### src/rtl/ubi_stream_decode_pkg.sv
// Shared definitions for the unary-stream decoder.
//   state_t    : FSM state encoding (IDLE, ACCUM, DONE)
//   window_len : number of valid samples in one decode window, 2^bitwidth
package ubi_stream_decode_pkg;

  typedef enum logic [1:0] {
    IDLE  = 2'd0,
    ACCUM = 2'd1,
    DONE  = 2'd2
  } state_t;

  function automatic int window_len(input int bitwidth);
    return 1 << bitwidth;
  endfunction

endpackage

### src/rtl/ubi_window_counter.sv
// Sample and ones counters for one decode window.
//   clk, rst_n  : clock, asynchronous active-low reset
//   clr         : synchronous clear of both counters
//   en          : count this cycle's sample
//   sample_bit  : stream bit added to the ones count when en is high
//   samples     : valid samples captured so far (0..N)
//   ones        : ones captured so far (0..N)
//   ones_next   : ones count including this cycle's sample
//   last        : this edge captures the Nth sample of the window
module ubi_window_counter
  import ubi_stream_decode_pkg::*;
#(
  parameter int BITWIDTH = 8
) (
  input  logic              clk,
  input  logic              rst_n,
  input  logic              clr,
  input  logic              en,
  input  logic              sample_bit,
  output logic [BITWIDTH:0] samples,
  output logic [BITWIDTH:0] ones,
  output logic [BITWIDTH:0] ones_next,
  output logic              last
);

  localparam int N = window_len(BITWIDTH);
  localparam logic [BITWIDTH:0] LAST_IDX = (BITWIDTH+1)'(N - 1);

  assign ones_next = ones + {{BITWIDTH{1'b0}}, sample_bit};
  // The FSM leaves ACCUM on this edge, so en never rises again and the
  // sample counter stops at N instead of wrapping.
  assign last      = en && (samples == LAST_IDX);

  // NOTE: sequential state uses non-blocking assignments so every register
  // samples the pre-edge values, independent of statement order.
  always_ff @(posedge clk or negedge rst_n) begin
    if (!rst_n) begin
      samples <= '0;
      ones    <= '0;
    end else if (clr) begin
      samples <= '0;
      ones    <= '0;
    end else if (en) begin
      samples <= samples + (BITWIDTH+1)'(1);
      ones    <= ones_next;
    end
  end

endmodule

### src/rtl/ubi_stream_decode.sv
// Bipolar unary-stream-to-binary decoder. Counts ones over 2^BITWIDTH valid
// samples and presents the count, the saturated unsigned code and the
// bipolar offset value.
//   iClk, iRstN : clock, asynchronous active-low reset
//   iClr        : synchronous abort to IDLE, clears counters and results
//   iStart      : begin a window (honoured in IDLE and DONE)
//   iBit        : stream bit; iBitValid marks it as a sample
//   oBusy       : window in progress
//   oDone       : one-cycle pulse when a window completes
//   oValid      : results hold a completed window
//   oCount      : ones count 0..N
//   oBin        : min(oCount, N-1)
//   oSigned     : oCount - N/2, two's complement
module ubi_stream_decode
  import ubi_stream_decode_pkg::*;
#(
  parameter int BITWIDTH = 8
) (
  input  logic                     iClk,
  input  logic                     iRstN,
  input  logic                     iClr,
  input  logic                     iStart,
  input  logic                     iBit,
  input  logic                     iBitValid,
  output logic                     oBusy,
  output logic                     oDone,
  output logic                     oValid,
  output logic [BITWIDTH:0]        oCount,
  output logic [BITWIDTH-1:0]      oBin,
  output logic signed [BITWIDTH:0] oSigned
);

  localparam int N = window_len(BITWIDTH);
  localparam logic [BITWIDTH:0] HALF = (BITWIDTH+1)'(N / 2);

  state_t              state;
  logic                cnt_clr;
  logic                cnt_en;
  logic                cnt_last;
  logic [BITWIDTH:0]   samples;
  logic [BITWIDTH:0]   ones;
  logic [BITWIDTH:0]   ones_next;

  // A start from IDLE or DONE restarts the counters; iClr overrides everything.
  assign cnt_clr = iClr || (iStart && (state != ACCUM));
  assign cnt_en  = !iClr && (state == ACCUM) && iBitValid;

  ubi_window_counter #(.BITWIDTH(BITWIDTH)) u_counter (
    .clk        (iClk),
    .rst_n      (iRstN),
    .clr        (cnt_clr),
    .en         (cnt_en),
    .sample_bit (iBit),
    .samples    (samples),
    .ones       (ones),
    .ones_next  (ones_next),
    .last       (cnt_last)
  );

  always_ff @(posedge iClk or negedge iRstN) begin
    if (!iRstN) begin
      state   <= IDLE;
      oBusy   <= 1'b0;
      oDone   <= 1'b0;
      oValid  <= 1'b0;
      oCount  <= '0;
      oBin    <= '0;
      oSigned <= '0;
    end else if (iClr) begin
      state   <= IDLE;
      oBusy   <= 1'b0;
      oDone   <= 1'b0;
      oValid  <= 1'b0;
      oCount  <= '0;
      oBin    <= '0;
      oSigned <= '0;
    end else begin
      case (state)
        IDLE: begin
          if (iStart) begin
            state  <= ACCUM;
            oBusy  <= 1'b1;
            oValid <= 1'b0;
          end
        end
        ACCUM: begin
          if (cnt_last) begin
            state   <= DONE;
            oBusy   <= 1'b0;
            oDone   <= 1'b1;
            oValid  <= 1'b1;
            oCount  <= ones_next;
            // Only a full count of N has the top bit set; clamp it to N-1.
            oBin    <= ones_next[BITWIDTH] ? {BITWIDTH{1'b1}} : ones_next[BITWIDTH-1:0];
            oSigned <= $signed(ones_next - HALF);
          end
        end
        DONE: begin
          oDone <= 1'b0;
          if (iStart) begin
            state  <= ACCUM;
            oBusy  <= 1'b1;
            oValid <= 1'b0;
          end else begin
            state <= IDLE;
          end
        end
        default: begin
          state <= IDLE;
          oBusy <= 1'b0;
          oDone <= 1'b0;
        end
      endcase
    end
  end

endmodule

### config.mk
export PLATFORM = sky130hd
export DESIGN_NAME = ubi_stream_decode
export DESIGN_NICKNAME = d
export VERILOG_FILES = /design/src/rtl/ubi_stream_decode_pkg.sv /design/src/rtl/ubi_window_counter.sv /design/src/rtl/ubi_stream_decode.sv
export SDC_FILE = /design/constraint.sdc
export NUM_CORES = 1
export LEC_CHECK = 0
export BUFFER_PORTS_ARGS = -buffer_cell sky130_fd_sc_hd__buf_2
export CAP_MARGIN = 20
export CORE_AREA = 2 2 71 73
export CTS_CLUSTER_SIZE = 30
export DETAILED_ROUTE_END_ITERATION = 7
export DIE_AREA = 0 0 73 75
export PLACE_DENSITY = 0.67
export SETUP_SLACK_MARGIN = 0.05
export SLEW_MARGIN = 10
export SYNTH_ARGS = -nofsm -noshare
export SYNTH_HDL_FRONTEND = slang
export SYNTH_SLANG_ARGS = --single-unit
### constraint.sdc
create_clock -name iClk -period 2.1 [get_ports iClk]
set_clock_uncertainty 0.15 [all_clocks]
set_input_delay 0 -clock iClk [delete_from_list [all_inputs] [get_ports iClk]]
set_output_delay 0 -clock iClk [all_outputs]
set_load 0.01 [all_outputs]
==> results.json, run 1 <==
{
  "area_growth_pct": 19.30,
  "status": "completed",
  "via_per_inst": 5.485,
  "swShare_pct": 22.37,
  "antenna_found_initial": 0,
  "synth_seq_area_share_pct": 51.79,
  "grt_pass1_wl_um": 6879,
  "syn_nets": 221,
  "cts-root-buf": "clkbuf_8",
  "final_cell_mix": "dfrtp_1 (42), buf_2 (34), nand2_1 (24)",
  "post_dp_cell_area_sq_mm": 0.002240,
  "hpwlAfterDp_um": 2857,
  "tightest_slew_ns": 0.6717,
  "diodes": 0,
  "drt_iter0_markers": 125,
  "crit_fanout": 4,
  "synth-edff-count": 0,
  "crit_path_top_delay_cell": "or4_4",
  "syn-cell-area_sq_mm": 0.002029,
  "dp_slack_ns": 0.06986,
  "cp-start-kind": "register",
  "async_flop_share_pct": 100.0,
  "portBuffers": 34,
  "p_int_mw": 1.198,
  "antenna_left": 0,
  "num-nets-final": 256,
  "crit_arrival_ns": 1.97,
  "io_pins": 35,
  "p_sw_uw": 345.1,
  "max_freq_mhz": 518.0,
  "setup_slack_ns": 0.1695,
  "setup_viol": 0,
  "std_cell_rows": 25,
  "postRouteWirelength_um": 4226,
  "place_congestion": 0.7760,
  "multi_input_area_sq_um": 875.8,
  "cp_slowest_stage_delay_ns": 0.47,
  "cts.clk_slew.worst_paths_ns": 0.08,
  "sequentialPowerShare_pct": 53.0,
  "grt_start_max_net_pins": 29,
  "synth_cell_types": 39,
  "clock_latency_ns": 0.30,
  "crit_type": "register to register",
  "cts_tree": "built",
  "core_sq_mm": 0.004661,
  "p_leak_nw": 1.184,
  "synth_ff_type": "dfrtp_1",
  "synth-seq-cells": 42,
  "rsz0062_at_grt": "no",
  "grt_pass1_vias": 1468,
  "hold_viol": 0,
  "vias": 1651,
  "finalMaxSlewViolations": 0,
  "cts.path.max_buffers": 2,
  "dp.cells": 287,
  "clock_sink_count": 42,
  "synth_cells": 211,
  "max-slew-margin-rel_pct": 55.07,
  "p_clk_share_pct": 41.6,
  "track_usage_pct": 16.61,
  "setup_tns_ns": 0,
  "wl_per_cell_um": 14.04,
  "fillers": 435,
  "hold_path_class": "input port to register",
  "cpMostUsedCell": "ha_2",
  "cts_max_level": 2,
  "layout_commonest_cell": "dfrtp_1",
  "min_period_ns": 1.930,
  "final_util_pct": 51.95,
  "fin_cells": 301,
  "die_h_um": 75,
  "start_util_pct": 43.54,
  "drc": 0,
  "cp.required_ns": 2.14,
  "cp-end-kind": "register",
  "avgSynthCellArea_sq_um": 9.618,
  "pwr-share-comb_pct": 5.4,
  "seqCellArea_sq_mm": 0.001051,
  "yosys_warnings": 0,
  "die_x_um": 73,
  "ir_drop_mv": 0.2449,
  "fin_area_sq_mm": 0.002421,
  "path_cells": "ha_2, ha_2, nand3_2, or4_4, a211oi_2, o31ai_1",
  "maxCapViolations": 0,
  "overflow": 0,
  "dieArea_sq_mm": 0.005475,
  "drive_above_1_share_pct": 23.48,
  "dr.pass1.iters": 4,
  "power_density_mw_per_mm2": 637.2,
  "post-route-period-util_pct": 91.93,
  "numCtsBuffers": 5
}
[power groups by stage]
stage | Combinational [mW] | Sequential, mW | Clock (mW)
6_report | 0.0828 | 0.818 | 0.642
4_1_cts | 0.0839 | 0.818 | 0.660
5_1_grt | 0.0950 | 0.819 | 0.687
3_3_place_gp | 0.0757 | 0.834 | 0
2_1_floorplan | 0.0367 | 0.835 | 0
3_5_place_dp | 0.0762 | 0.834 | 0
[final timing paths]
kind / start / to / slack, ns / depth (start not counted)
min reg2reg: oDone / oDone / 0.34 / 2
max reg2reg: u_counter.ones[0] / oSigned[8] / 0.17 / 6
min in group asynchronous: iRstN / state[0] / 0.13 / 3
max in group asynchronous: iRstN / oCount[5] / 0.67 / 3
max: u_counter.ones[0] / oSigned[8] / 0.17 / 6
min: iBitValid / u_counter.samples[0] / 0.05 / 3
[Yosys cell counts, types with 2 or more instances]
master / instances / share of area [%]
xor2_1: 5 / 2.2
o21a_1: 2 / 0.74
a21oi_1: 12 / 3.0
and3_1: 3 / 0.92
nor3_1: 4 / 0.99
nand2_1: 24 / 4.4
nand3_1: 14 / 3.5
ha_1: 4 / 2.5
inv_1: 3 / 0.55
nand4_1: 4 / 1.2
clkbuf_1: 7 / 1.3
dfrtp_1: 42 / 52
a22o_1: 2 / 0.86
o22ai_1: 2 / 0.62
xnor2_1: 6 / 2.6
buf_4: 7 / 2.6
a31oi_1: 6 / 1.8
o31ai_1: 5 / 1.8
nor2_1: 20 / 3.7
o21bai_1: 3 / 1.1
buf_2: 4 / 0.99
o21ai_0: 15 / 3.7
[cell families (layout without fill, tap and decap cells)]
family | Yosys count | in the layout | share of synthesized area, %
XOR/XNOR | 11 | 11 | 4.747
AO/OA/AOI/OAI | 52 | 52 | 15.78
adder cells (fa/ha/maj) | 4 | 4 | 2.466
buffers and inverters | 23 | 58 | 6.227
flip-flops | 42 | 42 | 51.79
AND/OR/NAND/NOR | 79 | 80 | 18.99
[registers in the layout, indices dropped and copies added (netlist names)]
signal / flops
oBin: 8
oBusy: 1
oCount: 9
oDone: 1
oSigned: 2
oValid: 1
state: 2
u_counter.ones: 9
u_counter.samples: 9
[final cells by class]
| class | instances | area share (%) |
|---|---|---|
| timing repair buffer | 47 | 12.61 |
| tap | 54 | 2.791 |
| multi-input combinational | 147 | 36.18 |
| clock inverter | 2 | 1.550 |
| sequential | 42 | 43.41 |
| clock buffer | 6 | 2.997 |
| inverter | 3 | 0.4651 |
[stage by stage]
stage / hold WS (ns) / power (mW)
after floorplan: -0.4456 / 0.8713
after global placement: -0.2261 / 0.9100
after detailed placement: -0.2218 / 0.9106
after CTS: 0.03981 / 1.563
after global routing: 0.06699 / 1.601
final: 0.04874 / 1.543
[per-layer routing]
layer | global-route usage, % | up-vias | routed length [um] | share of wire, %
li1 | - | 799 | - | -
met1 | 22.74 | 783 | 2057 | 49
met2 | 24.92 | 59 | 1846 | 44
met3 | 4.552 | 10 | 235 | 5.6
met4 | 6.996 | 0 | 87 | 2.1
met5 | 0 | - | 0 | 0
[timing repair]
| action | 4_1_cts | 5_1_grt |
|---|---|---|
| gates resized for setup | 0 | 4 |
| endpoints found under the hold margin | 48 | 0 |
| setup buffers | 0 | 0 |
| hold buffers | 5 | 0 |
| setup endpoints to repair | 0 | 10 |
[worst max-delay path: cells and delay by family, from the launching register on]
kind | cells | cell delay (ns)
AND/OR/NAND/NOR | 2 | 0.58
flip-flops | 1 | 0.35
adder cells (fa/ha/maj) | 2 | 0.39
AO/OA/AOI/OAI | 2 | 0.35
Power figures use the tool's default switching activity.
==> run 2: changes to the inputs <==
--- a/config.mk
+++ b/config.mk
@@ -11,6 +11,7 @@
 export CTS_CLUSTER_SIZE = 30
 export DETAILED_ROUTE_END_ITERATION = 7
 export DIE_AREA = 0 0 73 75
+export MAX_ROUTING_LAYER = met4
 export PLACE_DENSITY = 0.67
 export SETUP_SLACK_MARGIN = 0.05
 export SLEW_MARGIN = 10
==> results.json, run 2 (same netlist as run 1, synthesis figures left out) <==
{
  "status": "completed",
  "die_x_um": 73,
  "clock_sink_count": 42,
  "fin_cells": 301,
  "cp_top_family": "simple AND/OR/NAND/NOR gates",
  "setup_slack_ns": 0.1680,
  "crit_type": "register to register",
  "max_freq_mhz": 517.6,
  "grt_pass1_vias": 1470,
  "post-route-period-util_pct": 92.00,
  "finalMaxSlewViolations": 0,
  "crit_fanout": 4,
  "via_per_inst": 5.458,
  "cp.required_ns": 2.14,
  "path_cells": "ha_2, ha_2, nand3_2, or4_4, a211oi_2, o31ai_1",
  "power_density_mw_per_mm2": 636.7,
  "std_cell_rows": 25,
  "drc": 0,
  "drt_iter0_markers": 119,
  "cts_setup_buffers": 0,
  "ir_drop_mv": 0.2449,
  "hold_viol": 0,
  "antenna_left": 0,
  "crit_arrival_ns": 1.97,
  "cts_tree": "built",
  "tightest_slew_ns": 0.6656,
  "crit_path_top_delay_cell": "or4_4",
  "vias": 1643,
  "portBuffers": 34,
  "setup_tns_ns": 0,
  "grt_start_max_net_pins": 29,
  "cpMostUsedCell": "ha_2",
  "cts.path.max_buffers": 2,
  "cp-start-kind": "register",
  "numCtsBuffers": 5,
  "cts-root-buf": "clkbuf_8",
  "dp_slack_ns": 0.06986,
  "reg_top3": "oCount x9, u_counter.ones x9, u_counter.samples x9",
  "die_h_um": 75,
  "num-nets-final": 256,
  "cts_max_level": 2,
  "diodes": 0,
  "layout_commonest_cell": "dfrtp_1",
  "area_growth_pct": 19.30,
  "min_period_ns": 1.932,
  "maxCapViolations": 0,
  "dp.cells": 287,
  "final_cell_mix": "dfrtp_1 (42), buf_2 (34), nand2_1 (24)",
  "place_congestion": 0.7866,
  "clock_latency_ns": 0.30,
  "dr.pass1.iters": 4,
  "hpwlAfterDp_um": 2857,
  "rsz0062_at_grt": "no",
  "core_sq_mm": 0.004661,
  "start_util_pct": 43.54,
  "postRouteWirelength_um": 4236,
  "dieArea_sq_mm": 0.005475,
  "overflow": 0,
  "max-slew-margin-rel_pct": 55.48,
  "hold_path_class": "input port to register",
  "drive_above_1_share_pct": 23.48,
  "finalPower_mw": 1.541,
  "wl_per_cell_um": 14.07,
  "p_leak_nw": 1.184,
  "setup_viol": 0,
  "cp-end-kind": "register",
  "grt_pass1_wl_um": 6879,
  "critPathBufInv": 0,
  "io_pins": 35,
  "track_usage_pct": 17.14,
  "antenna_found_initial": 0,
  "cts.clk_slew.worst_paths_ns": 0.08,
  "cp_slowest_stage_delay_ns": 0.47
}
[run 2: path summary, 6_finish.rpt]
kind	start	endpoint	slack, ns	depth (start not counted)
worst max-delay path	u_counter.ones[0]	oSigned[8]	0.17	6
worst min-delay path	iBitValid	u_counter.samples[0]	0.04	3
worst max register to register	u_counter.ones[0]	oSigned[8]	0.17	6
worst min register to register	oDone	oDone	0.34	2
max in group asynchronous	iRstN	oCount[5]	0.68	3
min in group asynchronous	iRstN	state[0]	0.13	3
[run 2: layer usage]
| metal | global-route usage, % | vias up | share of wire [%] |
|---|---|---|---|
| met5 | - | - | 0 |
| met4 | 6.996 | 0 | 1.7 |
| met3 | 4.418 | 6 | 6.6 |
| met2 | 24.92 | 61 | 44 |
| met1 | 22.82 | 778 | 47 |
| li1 | - | 798 | - |
[run 2: area by class of cell]
class                      count  area, sq um
sequential                    42         1051
clock buffer                   6        72.57
fill                         435         2240
inverter                       3        11.26
timing repair buffer          47        305.3
tap                           54        67.56
clock inverter                 2        37.54
multi-input combinational    147        875.8
[run 2: per-stage QoR]
| step | instance area, sq um | utilization (%) | hold WS, ns |
|---|---|---|---|
| floorplan | 2032 | - | -0.4456 |
| global placement | 2240 | 48.05 | -0.2261 |
| detailed placement | 2240 | 48.05 | -0.2218 |
| CTS | 2400 | 51.49 | 0.03981 |
| global route | 2421 | 51.95 | 0.06698 |
| finish | 2421 | 51.95 | 0.04385 |
[run 2: where the power goes]
part	leakage, nW	switching [mW]	internal (mW)
clock network	0.0514	0.285	0.355
registers	0.584	0.00521	0.813
logic	0.549	0.0532	0.0295
[run 2: repair_timing]
item                                    4_1_cts  5_1_grt
endpoints found under the setup margin        0       10
resized for setup                             0        4
hold buffers                                  5        0
hold endpoints to repair                     48        0
[run 2: worst min-delay path: cells and delay by family]
family          cells  cell delay, ns
simple gates        1            0.22
compound gates      1            0.12
buf+inv             1            0.10
==> run 3: changes to the inputs <==
--- a/config.mk
+++ b/config.mk
@@ -8,11 +8,13 @@
 export BUFFER_PORTS_ARGS = -buffer_cell sky130_fd_sc_hd__buf_2
 export CAP_MARGIN = 20
 export CORE_AREA = 2 2 71 73
+export CTS_CLUSTER_DIAMETER = 60
 export CTS_CLUSTER_SIZE = 30
 export DETAILED_ROUTE_END_ITERATION = 7
 export DIE_AREA = 0 0 73 75
 export MAX_ROUTING_LAYER = met4
 export PLACE_DENSITY = 0.67
+export RECOVER_POWER = 100
 export SETUP_SLACK_MARGIN = 0.05
 export SLEW_MARGIN = 10
 export SYNTH_ARGS = -nofsm -noshare
==> results.json, run 3 (same netlist as run 1, synthesis figures left out) <==
{
  "drt_iter0_markers": 127,
  "fin_cells": 301,
  "track_usage_pct": 17.14,
  "grt_start_max_net_pins": 29,
  "power_density_mw_per_mm2": 649.5,
  "path_cells": "ha_1, ha_1, nand3_2, or4_4, a211oi_2, o31ai_1",
  "critPathBufInv": 0,
  "use_met1_pct": 22.82,
  "via_per_inst": 5.419,
  "area_growth_pct": 16.95,
  "setup_tns_ns": 0,
  "final_util_pct": 50.93,
  "p_leak_nw": 1.058,
  "cts.clk_slew.worst_paths_ns": 0.08,
  "hold_viol": 0,
  "dp.cells": 287,
  "clock_sink_count": 42,
  "diodes": 0,
  "crit_path_top_delay_cell": "or4_4",
  "maxCapViolations": 0,
  "final_cell_mix": "dfrtp_1 (42), clkbuf_1 (31), nand2_1 (24)",
  "dr.pass1.iters": 4,
  "grt_pass1_vias": 1470,
  "cp.required_ns": 2.14,
  "max-slew-margin-rel_pct": 54.62,
  "die_x_um": 73,
  "tightest_slew_ns": 0.6807,
  "cts_tree": "built",
  "crit_cells": 6,
  "num-nets-final": 256,
  "layout_commonest_cell": "dfrtp_1",
  "crit_type": "register to register",
  "cp-start-kind": "register",
  "ir_drop_mv": 0.2442,
  "cp_slowest_stage_delay_ns": 0.47,
  "antenna_left": 0,
  "min_period_ns": 1.947,
  "met3_usage_pct": 4.418,
  "ff2ff_path_depth": 6,
  "max_freq_mhz": 513.6,
  "crit_fanout": 4,
  "place_congestion": 0.7866,
  "holdPathStages": 3,
  "status": "completed",
  "numCtsBuffers": 5,
  "cp_top_family": "simple AND/OR/NAND/NOR gates",
  "drc": 0,
  "fillers": 447,
  "dieArea_sq_mm": 0.005475,
  "start_util_pct": 43.54,
  "io_pins": 35,
  "hold_path_class": "input port to register",
  "post_dp_cell_area_sq_mm": 0.002240,
  "rsz0062_at_grt": "no",
  "setup_viol": 0,
  "crit_arrival_ns": 1.99,
  "hpwlAfterDp_um": 2857,
  "wl_per_cell_um": 14.17,
  "finalMaxSlewViolations": 0,
  "antenna_found_initial": 0,
  "cts_max_level": 2,
  "cpMostUsedCell": "ha_1",
  "fin_area_sq_mm": 0.002374,
  "cts.path.max_buffers": 2,
  "cts-root-buf": "clkbuf_8",
  "met2_usage_pct": 24.92,
  "reg_top3": "oCount x9, u_counter.ones x9, u_counter.samples x9",
  "grt-busiest-layer": "met2",
  "cts_setup_buffers": 0,
  "vias": 1631,
  "postRouteWirelength_um": 4266,
  "die_h_um": 75,
  "drive_above_1_share_pct": 10.53,
  "cp-end-kind": "register",
  "grt_pass1_wl_um": 6879,
  "overflow": 0,
  "holdWs_ns": 0.04068,
  "post-route-period-util_pct": 92.72,
  "clock_latency_ns": 0.30,
  "std_cell_rows": 25,
  "core_sq_mm": 0.004661,
  "portBuffers": 34
}
[run 3: cell count changes in the layout (fill, tap and decap cells not counted)]
cell,previous run,this run
clkbuf_2,0,2
buf_4,6,4
ha_2,2,0
clkbuf_1,1,31
ha_1,2,4
buf_2,34,4
[run 3: layout make-up]
| class | instances | area (sq um) | area share [%] |
|---|---|---|---|
| timing repair buffer | 47 | 262.8 | 11.07 |
| inverter | 3 | 11.26 | 0.4744 |
| clock buffer | 6 | 72.57 | 3.057 |
| multi-input combinational | 147 | 870.8 | 36.69 |
| tap | 54 | 67.56 | 2.847 |
| clock inverter | 2 | 37.54 | 1.581 |
| sequential | 42 | 1051 | 44.28 |
[run 3: path summary, 6_finish.rpt]
check / startpoint / to / slack, ns
hold / removal: iBitValid / u_counter.samples[0] / 0.04
max in group asynchronous: iRstN / oCount[5] / 0.61
hold reg to reg: oDone / oDone / 0.34
setup reg to reg: u_counter.ones[0] / oSigned[8] / 0.15
setup / recovery: u_counter.ones[0] / oSigned[8] / 0.15
min in group asynchronous: iRstN / state[0] / 0.31
[run 3: layer usage]
metal | up-vias | routed length, um
li1 | 799 | -
met1 | 776 | 2056
met2 | 50 | 1886
met3 | 6 | 252
met4 | 0 | 72
met5 | - | 0
[run 3: worst min-delay path, stage by stage]
cell and delay, ns:
buf_2 0.10, nand4bb_1 0.22, o21ai_0 0.12
[run 3: timing repair]
action                     4_1_cts  5_1_grt
hold buffers                     5        0
gates resized for setup          0        4
setup endpoints to repair        0       10
hold endpoints to repair        48        0
[run 3: power breakdown]
| part | internal [mW] | leakage [nW] | switching (mW) | total [mW] |
|---|---|---|---|---|
| clock network | 0.355 | 0.0514 | 0.288 | 0.643 |
| logic | 0.0271 | 0.423 | 0.0531 | 0.0803 |
| registers | 0.813 | 0.584 | 0.00515 | 0.818 |
[run 3: stage by stage]
stage | total power [mW] | setup slack [ns]
floorplan | 0.8713 | 0.07264
global placement | 0.9100 | 0.1321
detailed placement | 0.9106 | 0.06986
CTS | 1.563 | 0.07563
global route | 1.599 | 0.04903
finish | 1.541 | 0.1529
